<file path="src/rtl/crt_pkg.sv">
// rtl/crt_pkg.sv - shared widths, register map, masks and access FSM encoding for the CRT register port
package crt_pkg;

  localparam int IDX_WIDTH  = 4;
  localparam int DATA_WIDTH = 8;
  localparam int NUM_REGS   = 16;

  localparam logic [IDX_WIDTH-1:0] R_HTOTAL       = 4'd0;
  localparam logic [IDX_WIDTH-1:0] R_HDISP        = 4'd1;
  localparam logic [IDX_WIDTH-1:0] R_HSYNC_POS    = 4'd2;
  localparam logic [IDX_WIDTH-1:0] R_SYNC_WIDTH   = 4'd3;
  localparam logic [IDX_WIDTH-1:0] R_VTOTAL       = 4'd4;
  localparam logic [IDX_WIDTH-1:0] R_VTOTAL_ADJ   = 4'd5;
  localparam logic [IDX_WIDTH-1:0] R_VDISP        = 4'd6;
  localparam logic [IDX_WIDTH-1:0] R_VSYNC_POS    = 4'd7;
  localparam logic [IDX_WIDTH-1:0] R_INTERLACE    = 4'd8;
  localparam logic [IDX_WIDTH-1:0] R_MAX_SCANLINE = 4'd9;
  localparam logic [IDX_WIDTH-1:0] R_CURSOR_START = 4'd10;
  localparam logic [IDX_WIDTH-1:0] R_CURSOR_END   = 4'd11;
  localparam logic [IDX_WIDTH-1:0] R_START_H      = 4'd12;
  localparam logic [IDX_WIDTH-1:0] R_START_L      = 4'd13;
  localparam logic [IDX_WIDTH-1:0] R_CURSOR_H     = 4'd14;
  localparam logic [IDX_WIDTH-1:0] R_CURSOR_L     = 4'd15;

  // Raster geometry (R0..R9) is frame-synchronous; cursor/start address (R12..R15) are CPU-visible.
  localparam logic [NUM_REGS-1:0] DEFAULT_DEFER_MASK = 16'h03FF;
  localparam logic [NUM_REGS-1:0] DEFAULT_READ_MASK  = 16'hF000;

  typedef enum logic [1:0] {
    IDLE         = 2'd0,
    ACK          = 2'd1,
    WAIT_RELEASE = 2'd2
  } access_state_t;

endpackage

</file>
<file path="src/rtl/crt_address_decoder.sv">
// rtl/crt_address_decoder.sv - index to one-hot select decode, all zeros when not selected
module crt_address_decoder #(
  parameter int ADDR_WIDTH = 4
) (
  input  logic                         cs,
  input  logic [ADDR_WIDTH-1:0]        addr,
  output logic [(1<<ADDR_WIDTH)-1:0]   sel
);

  always_comb begin
    sel = '0;
    if (cs) sel[addr] = 1'b1;
  end

endmodule

</file>
<file path="src/rtl/crt_register_interface.sv">
// rtl/crt_register_interface.sv - 6845-style index/data register port with frame-synchronous commit
module crt_register_interface
  import crt_pkg::*;
#(
  parameter int                   DATA_WIDTH = crt_pkg::DATA_WIDTH,
  parameter int                   IDX_WIDTH  = crt_pkg::IDX_WIDTH,
  parameter logic [NUM_REGS-1:0]  DEFER_MASK = DEFAULT_DEFER_MASK,
  parameter logic [NUM_REGS-1:0]  READ_MASK  = DEFAULT_READ_MASK
) (
  input  logic                           clk,
  input  logic                           rst,
  input  logic                           bus_cs,
  input  logic                           bus_rs,
  input  logic                           bus_we,
  input  logic                           bus_re,
  input  logic [DATA_WIDTH-1:0]          bus_wdata,
  output logic [DATA_WIDTH-1:0]          bus_rdata,
  output logic                           bus_ack,
  input  logic                           frame_start,
  output logic [NUM_REGS*DATA_WIDTH-1:0] reg_q,
  output logic [NUM_REGS-1:0]            reg_update,
  output logic                           cfg_pending,
  output logic [IDX_WIDTH-1:0]           index_q
);

  access_state_t         state;
  logic [DATA_WIDTH-1:0] live   [NUM_REGS];
  logic [DATA_WIDTH-1:0] shadow [NUM_REGS];
  logic [NUM_REGS-1:0]   pending;
  logic [NUM_REGS-1:0]   wr_sel;
  logic [NUM_REGS-1:0]   defer_wr;
  logic [NUM_REGS-1:0]   imm_wr;
  logic [NUM_REGS-1:0]   commit;
  logic [NUM_REGS-1:0]   pending_next;
  logic [DATA_WIDTH-1:0] rd_val;
  logic                  access;
  logic                  data_wr;

  assign access  = bus_cs & (bus_we | bus_re);
  assign data_wr = (state == IDLE) & bus_cs & bus_we & bus_rs;

  crt_address_decoder #(
    .ADDR_WIDTH (IDX_WIDTH)
  ) u_decoder (
    .cs   (data_wr),
    .addr (index_q),
    .sel  (wr_sel)
  );

  // A commit in the same cycle as a deferred write clears the old pending bit and the
  // write re-arms it, so the new shadow value waits for the next frame.
  always_comb begin
    defer_wr     = wr_sel & DEFER_MASK;
    imm_wr       = wr_sel & ~DEFER_MASK;
    commit       = frame_start ? pending : '0;
    pending_next = (pending & ~commit) | defer_wr;
    rd_val       = READ_MASK[index_q] ? live[index_q] : '0;
  end

  always_comb begin
    reg_q = '0;
    for (int i = 0; i < NUM_REGS; i++) reg_q[i*DATA_WIDTH +: DATA_WIDTH] = live[i];
  end

  always_ff @(posedge clk) begin
    if (rst) begin
      state     <= IDLE;
      bus_ack   <= 1'b0;
      bus_rdata <= '0;
      index_q   <= '0;
    end else begin
      bus_ack <= 1'b0;
      case (state)
        IDLE: begin
          if (access) begin
            state   <= ACK;
            bus_ack <= 1'b1;
            if (bus_we) begin
              bus_rdata <= '0;
              if (!bus_rs) index_q <= bus_wdata[IDX_WIDTH-1:0];
            end else begin
              bus_rdata <= bus_rs ? rd_val : '0;
            end
          end
        end
        ACK:          state <= WAIT_RELEASE;
        WAIT_RELEASE: if (!access) state <= IDLE;
        default:      state <= IDLE;
      endcase
    end
  end

  always_ff @(posedge clk) begin
    if (rst) begin
      for (int i = 0; i < NUM_REGS; i++) begin
        live[i]   <= '0;
        shadow[i] <= '0;
      end
      pending     <= '0;
      reg_update  <= '0;
      cfg_pending <= 1'b0;
    end else begin
      for (int i = 0; i < NUM_REGS; i++) begin
        if (commit[i])   live[i]   <= shadow[i];
        if (imm_wr[i])   live[i]   <= bus_wdata;
        if (defer_wr[i]) shadow[i] <= bus_wdata;
      end
      pending     <= pending_next;
      reg_update  <= imm_wr | commit;
      cfg_pending <= |pending_next;
    end
  end

endmodule

</file>
<file path="config.mk">
export PLATFORM = sky130hd
export DESIGN_NAME = crt_register_interface
export DESIGN_NICKNAME = d
export VERILOG_FILES = /design/src/rtl/crt_pkg.sv /design/src/rtl/crt_address_decoder.sv /design/src/rtl/crt_register_interface.sv
export SDC_FILE = /design/constraint.sdc
export NUM_CORES = 1
export LEC_CHECK = 0
export BUFFER_PORTS_ARGS = -buffer_cell sky130_fd_sc_hd__buf_2
export CAP_MARGIN = 10
export CORE_MARGIN = 3
export CORE_UTILIZATION = 60
export DETAILED_ROUTE_END_ITERATION = 12
export PLACE_DENSITY_LB_ADDON = 0.12
export RECOVER_POWER = 100
export SYNTH_ARGS = -nofsm -noshare
export SYNTH_HDL_FRONTEND = slang
export SYNTH_SLANG_ARGS = --single-unit
</file>
<file path="constraint.sdc">
create_clock -name clk -period 6 [get_ports clk]
set_input_delay 0.9 -clock clk [delete_from_list [all_inputs] [get_ports clk]]
set_output_delay 0.9 -clock clk [all_outputs]
set_load 0.005 [all_outputs]
</file>
==> reports/results.ini <==
[clock_network]
cts_resized=0
hold_buffers=0
root_buffer=clkbuf_16
postCtsSetupBuffers=0
insertion_delay_ns=0.52
cts_tree=built
cts.sinks=261
clkTransAtPathRegs_ns=0.06
cts_buffers=25
clockBufferDepth=3
cts-htree-levels=1

[floorplanning]
die_h_um=141
die_w_um=141
die-area_um2=19800
core_um2=17500
rows=48
initial_core_util=0.621
ios=173

[timing]
setup_viol=0
rsz0062_at_grt=false
hold_violations=0
max_clock_freq_mhz=261
fin_crit_ns=3.83
setup_tns_ns=0
clock_skew_ns=0.00598
worstMarginPinSlew_ns=2.27
relSlewSlack=-0.514
slew_viol_final=56
fin_crit_sh=0.638

[critical_path]
path_cells=buf_2 -> clkbuf_1 -> nor2b_1 -> nand2_1 -> nor3_1 -> a211o_1
crit_path_start_kind=primary input
critPathMaxFanout=55
path_class=in -> reg
path_buf_inv=2
crit_family=simple AND/OR/NAND/NOR gates
cp_slowest_cell=nor3_1
critPathArrivalTime_ns=4.00
slowest_delay_ns=0.90
cp.required_ns=6.17
end_kind=flip-flop

[route]
dr_total_vias=7014
drtIter0Drc=673
dr_wl_met2_um=12500
firstDrtPassIters=5
wl_um=27000
via_per_inst=6.17
drcViolationCount=0
ant_nets=0
met3_length_um=2540
routedWlPerCell_um=23.7
highest_layer=met4
wl_met1_um=10900

[flow_run]
drv_cap=1

[final_layout]
fin_nets=908
area_growth_pct=14.9
drive_gt1_frac=0.194

[synth]
ys_seq_elements=261
synthesis.nets=757
synth_ff_type=edfxtp_1
ys_types=45
synth_edf_count=208
netlist_area_um2=10900
async_flop_share=0
syn_inst=742
syn_avg_cell_area_um2=14.7
yosysWarnings=0
ys_seq_area_frac=0.671

[global_route]
grt_pass1_vias=6793
grt_antenna_before_repair=0
grt_max_degree=56
grt_usage=0.270
grt.overflow.total=0
grt_pass1_wl_um=40400

[hold_path]
hp-class=reg -> reg

[placed_design]
gp_congestion=0.856
dp.final_hpwl_um=18800
numPortBuffers=172

[status]
violations=capacitance limit, slew limit
status=finished, violations left

[power]
vdd_drop_max_uv=252
power_mw=3.80
power_leakage_nw=4.97
cellPowerDensity_nw_per_um2=304

cells in the mapped netlist (6+ instances only):
cell,n,area [µm²]
mux4_2,23,518
edfxtp_1,208,6250
mux2i_1,12,120
buf_2,7,35.0
dfxtp_1,53,1060
a211o_1,6,52.6
clkbuf_1,37,139
a21oi_1,12,60.1
a21o_1,16,120
mux2_2,7,78.8
and3_1,80,500
nor2b_1,7,43.8
mux4_1,9,236
nand3_1,11,55.1
nand2_1,12,45.0
o21ai_0,6,30.0
nor2_1,19,71.3
a22oi_1,7,52.6
and2_1,145,907
nand2b_1,13,81.3
sequential cells by signal, summed over array words and instances (netlist names), named ones only:
name and count:
index_q 4, reg_update 16, cfg_pending 1, bus_rdata 8, bus_ack 1, pending 16
shadow 80, live 128, state 2
final cells by class:
class | instances | area, µm²
multi-input cells | 427 | 3270
flip-flops and latches | 261 | 7310
well taps | 225 | 282
inverters | 1 | 3.75
fillers | 1211 | 5030
clock buffers | 35 | 714
diodes | 1 | 2.50
repair buffers | 177 | 803
clock inverters | 10 | 124
power by group:
group / leakage, nW / switching (mW) / internal, mW / total [mW]
Sequential: 2.58 / 0.0332 / 2.00 / 2.03
Combinational: 1.98 / 0.119 / 0.0618 / 0.181
Clock: 0.408 / 0.630 / 0.956 / 1.59
routing by layer:
layer | track usage | vias to the layer above
met5 | 0 | -
met4 | 0.102 | 0
met3 | 0.0594 | 71
met2 | 0.420 | 380
met1 | 0.380 | 3506
li1 | - | 3057
worst min-delay path, delay by kind of cell, from the launching register on:
kind          cells  cell delay, ns
flops             1            0.33
simple gates      2            0.12
layout by cell type, fill, tap and decap left out, types with 9 or more instances in the layout:
| master | Yosys | final |
|---|---|---|
| dfxtp_1 | 53 | 52 |
| mux4_1 | 9 | 9 |
| mux2i_1 | 12 | 12 |
| nand2_1 | 12 | 13 |
| o21ai_0 | 6 | 9 |
| nor2_1 | 19 | 18 |
| a21oi_1 | 12 | 12 |
| nand3_1 | 11 | 11 |
| clkbuf_16 | 0 | 26 |
| a21o_1 | 16 | 16 |
| mux4_2 | 23 | 23 |
| clkbuf_1 | 37 | 80 |
| nand2b_1 | 13 | 13 |
| and2_1 | 145 | 28 |
| edfxtp_1 | 208 | 208 |
| and2_0 | 1 | 118 |
| buf_2 | 7 | 99 |
| and3_1 | 80 | 80 |
path summary, 6_finish.rpt:
path,endpoint,cells after the start,slack (ns),start
worst max register to register,live[11][5]$_SDFFCE_PP0P_,5,3.23,state[0]$_SDFFE_PP0P_
worst min register to register,bus_rdata[0]$_SDFFE_PP0P_,2,0.47,bus_rdata[0]$_SDFFE_PP0P_
worst max-delay path,live[11][5]$_SDFFCE_PP0P_,6,2.17,rst
worst min-delay path,bus_rdata[0]$_SDFFE_PP0P_,2,0.47,bus_rdata[0]$_SDFFE_PP0P_
metrics by stage:
stage | setup WS [ns] | instance area, µm² | instances | hold slack [ns] | utilization
floorplan | 3.50 | 10900 | 742 | 0.450 | -
global placement | 2.98 | 11800 | 1091 | 0.430 | 0.674
detailed placement | 2.85 | 11800 | 1091 | 0.460 | 0.674
CTS | 3.40 | 12700 | 1136 | 0.474 | 0.722
global route | 1.96 | 12500 | 1136 | 0.477 | 0.713
finish | 2.17 | 12500 | 1137 | 0.470 | 0.713
cell families after synthesis:
group / Yosys count / share of synthesized area
AOI/OAI and AO/OA: 57 / 0.0355
muxes: 51 / 0.0876
and+or+nand+nor: 319 / 0.182
DFF: 261 / 0.671
buffers and inverters: 54 / 0.0233
Power figures use the tool's default switching activity.
